[config.mk]
export PLATFORM = sky130hd
export DESIGN_NAME = result_tx_framer
export DESIGN_NICKNAME = d
export VERILOG_FILES = /design/src/rtl/result_tx_framer.sv
export SDC_FILE = /design/constraint.sdc
export NUM_CORES = 1
export LEC_CHECK = 0
export CAP_MARGIN = 30
export CORE_ASPECT_RATIO = 0.8
export CORE_UTILIZATION = 35
export CTS_CLUSTER_DIAMETER = 30
export CTS_CLUSTER_SIZE = 10
export DETAILED_ROUTE_END_ITERATION = 8
export GPL_TIMING_DRIVEN = 0
export PLACE_DENSITY_LB_ADDON = 0.1
export SYNTH_ARGS = -nofsm -noshare
export SYNTH_HDL_FRONTEND = slang
export SYNTH_SLANG_ARGS = --single-unit
[constraint.sdc]
create_clock -name clk_i -period 3.1 [get_ports clk_i]
set_clock_uncertainty 0.15 [all_clocks]
set_input_delay 0.775 -clock clk_i [delete_from_list [all_inputs] [get_ports clk_i]]
set_output_delay 0.775 -clock clk_i [all_outputs]
set_load 0.005 [all_outputs]
[src/rtl/result_tx_framer.sv]
// ============================================================================
// result_tx_framer: captures result words and serialises them LSB byte first
// into a UART transmitter byte interface, with a one-entry pending buffer.
// Revision: 1.0
// ============================================================================
`default_nettype none

module result_tx_framer #(
  parameter int RES_WIDTH = 16
) (
  input  logic                 clk_i,
  input  logic                 rst_i,
  input  logic [RES_WIDTH-1:0] res_data_i,
  input  logic                 res_valid_i,
  input  logic                 tx_busy_i,
  input  logic                 ovr_clr_i,
  output logic [7:0]           tx_p_data_o,
  output logic                 tx_d_vld_o,
  output logic                 frm_busy_o,
  output logic                 overrun_o
);

  localparam int NBYTES = RES_WIDTH / 8;
  localparam logic [2:0] LAST_BYTE = 3'(NBYTES - 1);

  typedef enum logic [1:0] {
    IDLE    = 2'd0,
    SEND    = 2'd1,
    WAIT_HI = 2'd2,
    WAIT_LO = 2'd3
  } state_t;

  state_t               state_q, state_d;
  logic [RES_WIDTH-1:0] shift_q, shift_d;
  logic [2:0]           cnt_q, cnt_d;
  logic [RES_WIDTH-1:0] buf_q, buf_d;
  logic                 buf_full_q, buf_full_d;
  logic                 overrun_q, overrun_d;
  logic                 frame_done;
  logic                 ovr_set;
  logic                 tx_vld;
  logic [7:0]           tx_data;

  always_ff @(posedge clk_i) begin
    if (rst_i) begin
      state_q    <= IDLE;
      shift_q    <= '0;
      cnt_q      <= '0;
      buf_q      <= '0;
      buf_full_q <= 1'b0;
      overrun_q  <= 1'b0;
    end else begin
      state_q    <= state_d;
      shift_q    <= shift_d;
      cnt_q      <= cnt_d;
      buf_q      <= buf_d;
      buf_full_q <= buf_full_d;
      overrun_q  <= overrun_d;
    end
  end

  always_comb begin
    state_d    = state_q;
    shift_d    = shift_q;
    cnt_d      = cnt_q;
    buf_d      = buf_q;
    buf_full_d = buf_full_q;
    frame_done = 1'b0;
    ovr_set    = 1'b0;
    tx_vld     = 1'b0;
    tx_data    = 8'h00;

    case (state_q)
      IDLE: begin
        if (res_valid_i) begin
          shift_d = res_data_i;
          cnt_d   = '0;
          state_d = SEND;
        end
      end
      SEND: begin
        tx_data = shift_q[7:0];
        tx_vld  = !tx_busy_i;
        if (!tx_busy_i) state_d = WAIT_HI;
      end
      WAIT_HI: begin
        tx_data = shift_q[7:0];
        if (tx_busy_i) state_d = WAIT_LO;
      end
      WAIT_LO: begin
        tx_data = shift_q[7:0];
        if (!tx_busy_i) begin
          if (cnt_q == LAST_BYTE) begin
            frame_done = 1'b1;
          end else begin
            shift_d = shift_q >> 8;
            cnt_d   = cnt_q + 3'd1;
            state_d = SEND;
          end
        end
      end
      default: state_d = IDLE;
    endcase

    // At frame end the buffer drains first, so a coincident result never overruns.
    if (frame_done) begin
      cnt_d = '0;
      if (buf_full_q) begin
        shift_d = buf_q;
        state_d = SEND;
        if (res_valid_i) buf_d = res_data_i;
        else             buf_full_d = 1'b0;
      end else if (res_valid_i) begin
        shift_d = res_data_i;
        state_d = SEND;
      end else begin
        state_d = IDLE;
      end
    end else if (state_q != IDLE && res_valid_i) begin
      if (!buf_full_q) begin
        buf_d      = res_data_i;
        buf_full_d = 1'b1;
      end else begin
        ovr_set = 1'b1;
      end
    end

    overrun_d = ovr_set | (overrun_q & ~ovr_clr_i);
  end

  assign tx_p_data_o = tx_data;
  assign tx_d_vld_o  = tx_vld;
  assign frm_busy_o  = (state_q != IDLE) | buf_full_q;
  assign overrun_o   = overrun_q;

endmodule

`default_nettype wire

Word level (Yosys, flattened, before mapping)
Index checks and enable logic that the tools add are counted.
{"block": "op_classes", "n_addsub": 1, "n_mul": 0, "div": 0, "n_lt_le_gt_ge": 0, "n_eq_ne": 15, "shift": 0, "mux": 37, "bitwise": 4, "n_reduce_logical": 11}
{"op": "16-bit two-way mux", "n": 11}
{"op": "16-bit case mux with 2 select lines", "n": 1}
{"op": "3-bit inequality test (second input constant)", "n": 5}
{"op": "1-bit two-way mux", "n": 13}
{"op": "2-bit two-way mux", "n": 6}
{"op": "2-bit inequality test (second input constant)", "n": 5}
{"op": "3-bit two-way mux", "n": 3}
{"op": "8-bit two-way mux", "n": 1}
{"op": "2-bit case mux with 4 select lines", "n": 1}
{"op": "4-bit AND reduction", "n": 2}
{"op": "3-bit case mux with 2 select lines", "n": 1}
{"op": "2-bit nonzero test", "n": 3}
{"op": "5-bit AND reduction", "n": 1}
{"op": "2-bit equality test (second input constant)", "n": 2}
{"op": "3-bit by 1-bit adder with 3-bit output (second input constant)", "n": 1}
{"op": "3-bit by 1-bit equality test with 1-bit output (second input constant)", "n": 1}
{"op": "3-bit OR reduction", "n": 1}
{"op": "2-bit by 1-bit equality test with 1-bit output (second input constant)", "n": 1}
{"op": "2-bit logical NOT", "n": 1}
{"op": "2-bit by 1-bit inequality test with 1-bit output (second input constant)", "n": 1}
{"op": "1-bit OR", "n": 2}
{"op": "2-bit OR reduction", "n": 1}
{"op": "1-bit AND", "n": 1}
{"op": "1-bit logical AND", "n": 1}
{"op": "other kinds (2)", "n": 2}
{"block": "word_totals", "ff_bits": 39, "latchBits": 0, "ram_bits": 0, "romBits": 0, "in_bits": 21, "output_inout_bits": 11, "word_cells": 74, "mem_count": 0}

Longest topological paths before layout
Gate-level depths: netlist of the first run.
{"block": "logic_depth", "depth_word": 7, "mapped_depth": 9, "depth_no_buf": 6}

Worst setup path after synthesis of the first run
Ideal clock, no wire load.
{"block": "synth_path", "path_type": "reg-to-reg", "from": "register state_q[0]", "to": "register shift_q[12]", "setup_ps": 117, "arrival_ps": 1917, "t_required_ps": 2833, "slack_ps": 916, "stages_incl_launch_ff": 8, "path_buffers": 1, "synth_period_minus_slack_ps": 2184, "cell_sequence": "dfxtp_1 > inv_1 > ha_1 > or2_2 > o22a_1 > clkbuf_1 > a22o_1 > a22o_1"}
{"block": "synth_between", "elab_chain_cells": 5, "elab_cells_between_ends": 7, "classes_between": "eq/ne (1); mux (5); reduce/logical (1)"}
{"element": "from (decl)", "line": "33", "text": "state_t state_q, state_d;"}
{"element": "from (signal assigned)", "line": "53", "text": "state_q <= state_d;"}
{"element": "2-bit equality test / 2-bit logical NOT (equally long branches)", "line": "73", "text": "case (state_q)"}
{"element": "16-bit case mux with 2 select lines", "line": "73"}
{"element": "16-bit two-way mux", "line": "113", "text": "end else if (res_valid_i) begin"}
{"element": "16-bit two-way mux", "line": "108", "text": "if (buf_full_q) begin"}
{"element": "16-bit two-way mux (*)", "line": "106", "text": "if (frame_done) begin"}
{"element": "to (signal assigned)", "line": "54", "text": "shift_q <= shift_d;"}
{"element": "to (decl)", "line": "34", "text": "logic [RES_WIDTH-1:0] shift_q, shift_d;"}
Every way passes the cells marked *; elsewhere a longest branch is shown, timed or not.
A chain may end at the register's enable or synchronous reset.

Worst setup path after layout of the first run
{"block": "layout_path", "from": "input tx_busy_i", "to": "output tx_d_vld_o"}
{"block": "layout_between", "elab_chain_cells": 2}
{"element": "from (decl)", "line": "15", "text": "input logic tx_busy_i,"}
{"element": "1-bit logical NOT"}
{"element": "1-bit two-way mux", "line": "73"}
{"element": "to (decl)", "line": "18", "text": "output logic tx_d_vld_o,"}
Every way passes these cells.

==> reports/metrics.cfg, run 1 <==
[drt]
route.detailed.drc=0
vias=2400
wl_per_cell_um=18.48
first_pass_iters=6
routed_wl_um=7594
vias_per_cell=5.839
antenna_left=0
drtIter0Drc=168

[grt]
grt_max_degree=13
grt_pass1_wl_um=12500
grtUsageTotal_pct=21.01
gr-total-overflow=0
grt_pass1_vias=2308
antenna_found_initial=0

[power]
p_clk_share_pct=20.7
p_sw_share_pct=40.61
seq_power_share_pct=29.5
leakage_nw=1.106
ir_worst_vdd_uv=303.3
internal_power_w=0.001521
combPwrFrac_pct=49.8
p_switching_w=0.001040
p_per_area_nw_per_um2=834.5

[logic_synthesis]
syn_area_um2=2521
synth_nets=315
ys_ff_latch=39
yosys_warnings=0
synthTopCellsByArea=dfxtp_1, a22o_1, a2111oi_2
synth_seq_area_share_pct=30.97
synth_edf_count=0
syn_avg_cell_area_um2=8.815
synthCells=286
yosysUniqueCellTypes=47
netlist.area_leader.share_pct=30.97
synth-main-ff-cell=dfxtp_1
synth.largest_area_cell=dfxtp_1
async_flop_share_pct=0

[sta]
maxSlewViolCount=0
hold_viol_final=0
maxSlewHeadroom_pct=42.30
setup_viol=0
fmax_ghz=0.3418
rsz0062_at_grt=false
finalCritPeriodShare_pct=94.38
min_period_ps=2926
fin_setup_tns_ps=0
tightest_slew_ps=858.4

[place]
dp_cells=404
gp_congestion=0.7906
place_hpwl_um=5425
io_buffers=31

[critical_path]
crit_start=tx_busy_i
reg2reg_from=state_q[0]$_SDFFE_PP0P_
cpMaxStageDelayCell=clkdlybuf4s50_1
path_cells=clkdlybuf4s50_1 > nor2b_1 > clkdlybuf4s50_1
critical_path.max_fanout=9
arrival_ps=2000
worstSetupStartpointType=primary input
critPathMostFrequentCell=clkdlybuf4s50_1
r2r_setup_slack_ps=560
r2r-end=shift_q[12]$_SDFF_PP0_
cp_slowest_stage_delay_ps=560
critPathKind=in -> out
critPathCaptureType=primary output
required_ps=2170
crit_path_end=tx_d_vld_o
ff2ff_path_depth=7

[final_layout]
insertedDiodeCount=0
final_cell_count_no_fill=411
regArea_um2=780.7
finalNetCount=352
syn_to_final_growth_pct=21.74
multi_input_area_um2=1546
layout-drive-gt1-share_pct=12.65
utilization_pct=44.32
nFillCells=694

[clocking]
cts_resized=0
cts_buffers=5
cts_tree=done
clk_pin_slew_worst_paths_ps=90
cts-root-buf=clkbuf_8
clock_path_buffers=2
clkSinkCount=39
clk_latency_ps=310
htreeDepth=2

[floorplan]
start_util_pct=36.40
ios=32
die_area_um2=7549
die_h_um=77.91
fp.dieW_um=96.89
core_area_um2=6925
row_count=27

[run]
drv_cap=0

[status]
status=complete, no violations

[hold_path]
hold_class=reg -> reg

-- worst min path at each step --
| stage | from | to | slack [ps] | cells after the start |
|---|---|---|---|---|
| floorplan | buf_q[10]$_SDFFE_PP0P_ | buf_q[10]$_SDFFE_PP0P_ | 280 | 2 |
| global placement | buf_q[9]$_SDFFE_PP0P_ | buf_q[9]$_SDFFE_PP0P_ | 290 | 2 |
| detailed placement | buf_q[10]$_SDFFE_PP0P_ | buf_q[10]$_SDFFE_PP0P_ | 290 | 2 |
| CTS | buf_q[10]$_SDFFE_PP0P_ | buf_q[10]$_SDFFE_PP0P_ | 310 | 2 |
| global route | buf_q[9]$_SDFFE_PP0P_ | buf_q[9]$_SDFFE_PP0P_ | 340 | 2 |
| finish | buf_q[10]$_SDFFE_PP0P_ | buf_q[10]$_SDFFE_PP0P_ | 310 | 2 |
-- routing by layer --
| layer | vias up | wire [um] | GRT usage (%) |
|---|---|---|---|
| li1 | 1174 | - | - |
| met1 | 1156 | 3938 | 30.52 |
| met2 | 64 | 3240 | 31.97 |
| met3 | 6 | 340 | 3.243 |
| met4 | 0 | 75 | 5.821 |
| met5 | - | 0 | 0 |
-- cell usage after synthesis, types with 6 or more instances --
master      n
clkbuf_1   11
a211oi_1    6
a221oi_2    6
nor2_1     28
inv_1      19
o22ai_1     7
a221oi_1    8
ha_1        8
mux2_2      6
a222oi_1    8
a2111oi_2   7
nor2b_1    12
o21ai_0    19
nand2_1    17
dfxtp_1    39
a22o_1     24
-- per-stage QoR --
step	setup slack, ps	hold WS (ps)	cell area (um2)	total power (W)
final	174.4	306.8	3069	0.002561
after global routing	113.2	338.6	3069	0.002742
after CTS	38.08	308.9	3073	0.002571
after detailed placement	36.71	291.5	2940	0.002039
after global placement	44.98	291.1	2940	0.002038
after floorplan	915.8	278.2	2521	0.001674
-- power groups by stage --
stage	registers (W)	clock network, W	logic (W)
2_1_floorplan	0.000725	0	0.000949
3_3_place_gp	0.000764	0	0.00127
3_5_place_dp	0.000765	0	0.00127
4_1_cts	0.000752	0.000538	0.00128
5_1_grt	0.000773	0.000557	0.00141
6_report	0.000755	0.000531	0.00128
-- worst max-delay path: cells and delay by family --
kind | cells | cell delay, ps
buffers and inverters | 2 | 1060
AND/OR/NAND/NOR | 1 | 170
-- what timing repair did --
action / in CTS / in global routing
setup buffers: 0 / 0
endpoints found under the setup margin: 0 / 1
hold buffers: 0 / 0
-- area by class of cell --
cell class	count	area share, %
multi-input cells	204	50.39
plain buffers	22	3.751
repair buffers	31	10.11
flip-flops and latches	39	25.44
well taps	87	3.547
clock buffers	6	2.364
clock inverters	2	1.957
inverters	20	2.446
-- registers in the layout, indices dropped and copies added, names as in the netlist --
name        flops
buf_full_q      1
buf_q          16
overrun_o       1
state_q         2
cnt_q           3
shift_q        16
-- placed cells by master (no fill, tap or decap), types with 6 or more instances in the layout --
| master | count |
|---|---|
| mux2_2 | 6 |
| dfxtp_1 | 39 |
| inv_1 | 19 |
| a221oi_2 | 6 |
| clkdlybuf4s50_1 | 31 |
| a211oi_1 | 6 |
| nor2_1 | 28 |
| nor2b_1 | 12 |
| o21ai_0 | 19 |
| ha_1 | 8 |
| a2111oi_2 | 7 |
| clkbuf_1 | 11 |
| o22ai_1 | 7 |
| a22o_1 | 24 |
| nand2_1 | 17 |
| a221oi_1 | 8 |
| a222oi_1 | 8 |
-- cell families after synthesis --
logic type / after synthesis / synth area share (%)
AOI/OAI and AO/OA: 118 / 39.55
adders and majority gates: 8 / 3.970
muxes: 8 / 3.474
and+or+nand+nor: 70 / 14.34
DFF: 39 / 30.97
buffers and inverters: 43 / 7.692
Power figures use the tool's default switching activity.
==> inputs of run 2 (changes only) <==
GPL_TIMING_DRIVEN = 1   (was 0)
==> run 2 against run 1 <==
  * Combinational power about the same
  * Non-clock buffer count is 5 lower
  * Largest cell class unchanged
  * Critical path depth is the same
  * Core utilization down 0.054 points
  * Clock power down 32%
  * Wire length shrank 5.5%
  * First-iteration DRC count increased by 3.0%
  * Sequential share of layout area barely moved
  * Cell count is 1.2% lower
  * Die area did not move
==> reports/metrics.cfg, run 2 (synthesis gave the netlist of run 1 again) <==
[floorplan]
fp.dieW_um=96.89  ; unchanged
core_area_um2=6925  ; unchanged
start_util_pct=36.40  ; unchanged
die_h_um=77.91  ; unchanged
ios=32  ; unchanged
row_count=27  ; unchanged
die_area_um2=7549  ; unchanged

[final_layout]
syn_to_final_growth_pct=21.59
finalNetCount=347  ; -1.4%
mostFrequentLayoutCell=dfxtp_1
post-route-cell-area_um2=3065  ; -0.12%
layout_common_cells=dfxtp_1, clkdlybuf4s50_1, nor2_1, a22o_1
reg_top3=buf_q x16, shift_q x16, cnt_q x3
layout-drive-gt1-share_pct=15.99  ; +3.3 points
insertedDiodeCount=0  ; unchanged
utilization_pct=44.26  ; -0.054 points

[power]
ir_worst_vdd_uv=217.0  ; -28%
leakage_nw=1.105  ; -0.10%
p_per_area_nw_per_um2=782.5  ; -6.2%

[drt]
vias=2404  ; +0.17%
vias_per_cell=5.921  ; +1.4%
first_pass_iters=6  ; unchanged
route.detailed.drc=0  ; unchanged
routed_wl_um=7177  ; -5.5%
wl_per_cell_um=17.68  ; -4.3%
antenna_left=0  ; unchanged
drtIter0Drc=173  ; +3.0%

[clocking]
cts_tree=done
htreeDepth=2  ; unchanged
clk_pin_slew_worst_paths_ps=80  ; about the same
clock_path_buffers=2  ; unchanged
hold_buffers=0  ; unchanged
cts_buffers=5  ; unchanged
cts-root-buf=clkbuf_8
postCtsSetupBuffers=0  ; unchanged
clkSinkCount=39  ; unchanged
clk_latency_ps=300  ; about the same
cts_resized=0  ; unchanged

[sta]
rsz0062_at_grt=false
maxSlewHeadroom_pct=55.84  ; +14 points
hold_viol_final=0  ; unchanged
tightest_slew_ps=661.0  ; -197.4 ps
maxSlewViolCount=0  ; unchanged
fmax_ghz=0.3478  ; +1.8%
fin_setup_tns_ps=0  ; unchanged
min_period_ps=2875  ; -50.75 ps
setup_viol=0  ; unchanged
finalCritPeriodShare_pct=92.74  ; -1.6 points

[critical_path]
ff2ff_path_depth=6  ; -1
reg2reg_from=state_q[1]$_SDFFE_PP0P_
critical_path.max_fanout=5  ; -4
arrival_ps=1950  ; -50 ps
r2r_setup_slack_ps=670  ; +110 ps
worstSetupStartpointType=primary input
r2r-end=shift_q[14]$_SDFF_PP0_
critPathCaptureType=primary output
required_ps=2170  ; about the same
critPathKind=in -> out

[grt]
grt_pass1_vias=2173  ; -5.8%
grt_max_degree=33  ; +20
gr-total-overflow=0  ; unchanged
antenna_found_initial=0  ; unchanged
grtUsageTotal_pct=19.67  ; -1.3 points
grt_pass1_wl_um=11750  ; -6.0%

[run]
drv_cap=0  ; unchanged

[place]
gp_congestion=0.7784  ; -1.5%
placed_cell_area_um2=2977  ; +1.2%
place_hpwl_um=5141  ; -5.2%
io_buffers=31  ; unchanged

[status]
status=complete, no violations

[hold_path]
hold_class=reg -> reg
whs_path_depth=2  ; unchanged
whs_endpoint=buf_q[8]$_SDFFE_PP0P_
hp-start=buf_q[8]$_SDFFE_PP0P_

## run 2: cell types whose count changed in the layout (fill, tap and decap cells not counted), sizes merged
cell	delta
clkbuf	-11
clkinv	+1
buf	+5
bufinv	-2
clkinvlp	+2
## run 2: routing by layer
metal  GRT usage [%]  routed length (um)
met1           29.90                3787
met2           28.59                2996
met3           3.423                 336
met4           4.030                  56
met5               0                   0
## run 2: layout make-up
class / instances / area (um2)
Inverter: 20 / 75.07
Sequential cell: 39 / 780.7
Fill cell: 678 / 3860
Timing Repair Buffer: 48 / 450.4
Multi-Input combinational cell: 204 / 1562
Clock buffer: 5 / 68.82
Tap cell: 87 / 108.9
Clock inverter: 3 / 20.02
## run 2: worst max path at each step
stage | endpoint | cells past startpoint | start
after floorplan | shift_q[12]$_SDFF_PP0_ | 7 | state_q[0]$_SDFFE_PP0P_
after global placement | shift_q[14]$_SDFF_PP0_ | 6 | tx_busy_i
after detailed placement | shift_q[14]$_SDFF_PP0_ | 6 | tx_busy_i
after CTS | tx_d_vld_o | 3 | tx_busy_i
after global routing | tx_d_vld_o | 3 | tx_busy_i
final | tx_d_vld_o | 3 | tx_busy_i
## run 2: worst max-delay path: stages
cell and delay [ps]:
clkdlybuf4s50_1 520, nor2b_1 150, clkdlybuf4s50_1 500
## run 2: metrics by stage
stage	cells	worst slack [ps]	hold slack (ps)	power (W)
2_1_floorplan	286	915.8	278.2	0.001674
3_3_place_gp	398	204.7	301.3	0.002034
3_5_place_dp	398	168.9	299.9	0.002047
4_1_cts	406	212.8	313.3	0.002404
5_1_grt	406	133.2	340.3	0.002572
6_report	406	225.1	308.6	0.002399
## run 2: report_power, final
group          switching [W]  internal [W]
Combinational       0.000713      0.000568
Clock               0.000203      0.000157
Sequential          0.000116      0.000642
Total                0.00103       0.00137
==> inputs of run 3 (changes only) <==
CORE_UTILIZATION = 50   (was 35)
==> run 3 against run 2 <==
  * Cell count fell by 5.7%
  * Die area is 29% lower
  * Sequential cell count unchanged
  * Power shrank 0.28%
  * Critical path depth unchanged
  * Wire length decreased by 6.7%
  * Non-clock buffer count is 4 higher
  * Final area is 0.24% lower
==> reports/metrics.cfg, run 3 (synthesis gave the netlist of run 1 again) <==
[clocking]
cts-root-buf=clkbuf_8
clock_path_buffers=2  ; unchanged
htreeDepth=2  ; unchanged
clk_latency_ps=300  ; about the same
postCtsSetupBuffers=0  ; unchanged
clk_pin_slew_worst_paths_ps=80  ; about the same
clkSinkCount=39  ; unchanged
cts_tree=done
hold_buffers=0  ; unchanged
cts_buffers=5  ; unchanged
cts_resized=0  ; unchanged

[critical_path]
arrival_ps=1950  ; about the same
path_cells=clkdlybuf4s50_1 > nor2b_1 > clkdlybuf4s50_1
critPathKind=in -> out
worstSetupStartpointType=primary input
path_buf_inv=2  ; unchanged
critPathCaptureType=primary output
required_ps=2170  ; about the same
critical_path.max_fanout=5  ; unchanged
cpMaxStageDelayCell=clkdlybuf4s50_1
cp_slowest_stage_delay_ps=520  ; about the same
crit_family=buffers and inverters
critPathMostFrequentCell=clkdlybuf4s50_1

[sta]
tightest_slew_ps=676.9  ; +15.93 ps
hold_viol_final=0  ; unchanged
maxSlewHeadroom_pct=54.78  ; -1.1 points
setup_viol=0  ; unchanged
fin_setup_tns_ps=0  ; unchanged
rsz0062_at_grt=false
whs_ps=309.0  ; +0.3950 ps
maxSlewViolCount=0  ; unchanged
setup_ws_ps=224.8  ; -0.2780 ps
fmax_ghz=0.3478  ; about the same
finalCritPeriodShare_pct=92.75  ; about the same
min_period_ps=2875  ; +0.2780 ps

[final_layout]
regArea_um2=780.7  ; unchanged
syn_to_final_growth_pct=21.29
final_cell_count_no_fill=383  ; -5.7%
finalNetCount=351  ; +1.2%
reg_top3=buf_q x16, shift_q x16, cnt_q x3
mostFrequentLayoutCell=dfxtp_1
utilization_pct=64.97  ; +21 points
multi_input_area_um2=1562  ; unchanged
nFillCells=412  ; -39%
layout_common_cells=dfxtp_1, clkdlybuf4s50_1, nor2_1, a22o_1, buf_4
insertedDiodeCount=0  ; unchanged
layout-drive-gt1-share_pct=16.72  ; +0.73 points

[power]
leakage_nw=1.126  ; +1.9%
ir_worst_vdd_uv=447.8  ; +110%
p_per_area_nw_per_um2=782.2  ; about the same

[drt]
antenna_left=0  ; unchanged
vias_per_cell=6.381  ; +7.8%
drtIter0Drc=238  ; +38%
route.detailed.drc=0  ; unchanged
vias=2444  ; +1.7%
wl_per_cell_um=17.49  ; -1.1%
routed_wl_um=6698  ; -6.7%
first_pass_iters=6  ; unchanged

[grt]
grtUsageTotal_pct=27.26  ; +7.6 points
antenna_found_initial=0  ; unchanged
grt_pass1_wl_um=11020  ; -6.2%
gr-total-overflow=0  ; unchanged
grt_max_degree=26  ; -21%
grt_pass1_vias=2214  ; +1.9%

[status]
status=complete, no violations

[place]
dp_cells=375  ; -5.8%
io_buffers=31  ; unchanged
gp_congestion=0.8720  ; +12%
place_hpwl_um=4816  ; -6.3%
dpl_worst_slack_ps=153.9  ; -15.04 ps

[run]
drv_cap=0  ; unchanged

[floorplan]
ios=32  ; unchanged
row_count=22  ; -19%
die_h_um=65.51  ; -16%
core_area_um2=4707  ; -32%
start_util_pct=53.56  ; +17 points
fp.dieW_um=81.39  ; -16%
die_area_um2=5332  ; -29%

[hold_path]
hold_class=reg -> reg

==> run 3: where the power goes <==
group | internal (W) | switching, W
Clock | 0.000157 | 0.000193
Combinational | 0.000579 | 0.000712
Sequential | 0.000642 | 0.000108
Total | 0.00138 | 0.00101
==> run 3: layout make-up <==
class                           count  area share [%]
Timing Repair Buffer               52           15.71
Clock buffer                        6           2.373
Tap cell                           60           2.455
Clock inverter                      2          0.4092
Inverter                           20           2.455
Sequential cell                    39           25.53
Multi-Input combinational cell    204           51.06
==> run 3: stage by stage <==
step	power (W)	cell area (um2)
floorplan	0.001674	2521
CTS	0.002381	3058
finish	0.002392	3058
global placement	0.002006	2973
detailed placement	0.002038	2973
global route	0.002545	3058
==> run 3: metal layers <==
metal / track usage, % / routed length, um / vias to the layer above
li1: - / - / 1167
met1: 39.88 / 3171 / 1171
met2: 39.38 / 2988 / 93
met3: 5.417 / 438 / 13
met4: 8.929 / 99 / 0
met5: 0 / 0 / -
==> run 3: tightest hold or removal path: stages, from the launching register on <==
cell and delay (ps):
dfxtp_1 320, inv_1 50, a211oi_1 50
==> run 3: final timing paths <==
path              slack, ps                    start                endpoint  depth (start not counted)
setup / recovery        220                tx_busy_i              tx_d_vld_o                          3
hold / removal          310    buf_q[9]$_SDFFE_PP0P_   buf_q[9]$_SDFFE_PP0P_                          2
setup reg to reg        690  state_q[0]$_SDFFE_PP0P_  shift_q[14]$_SDFF_PP0_                          6
hold reg to reg         310    buf_q[9]$_SDFFE_PP0P_   buf_q[9]$_SDFFE_PP0P_                          2
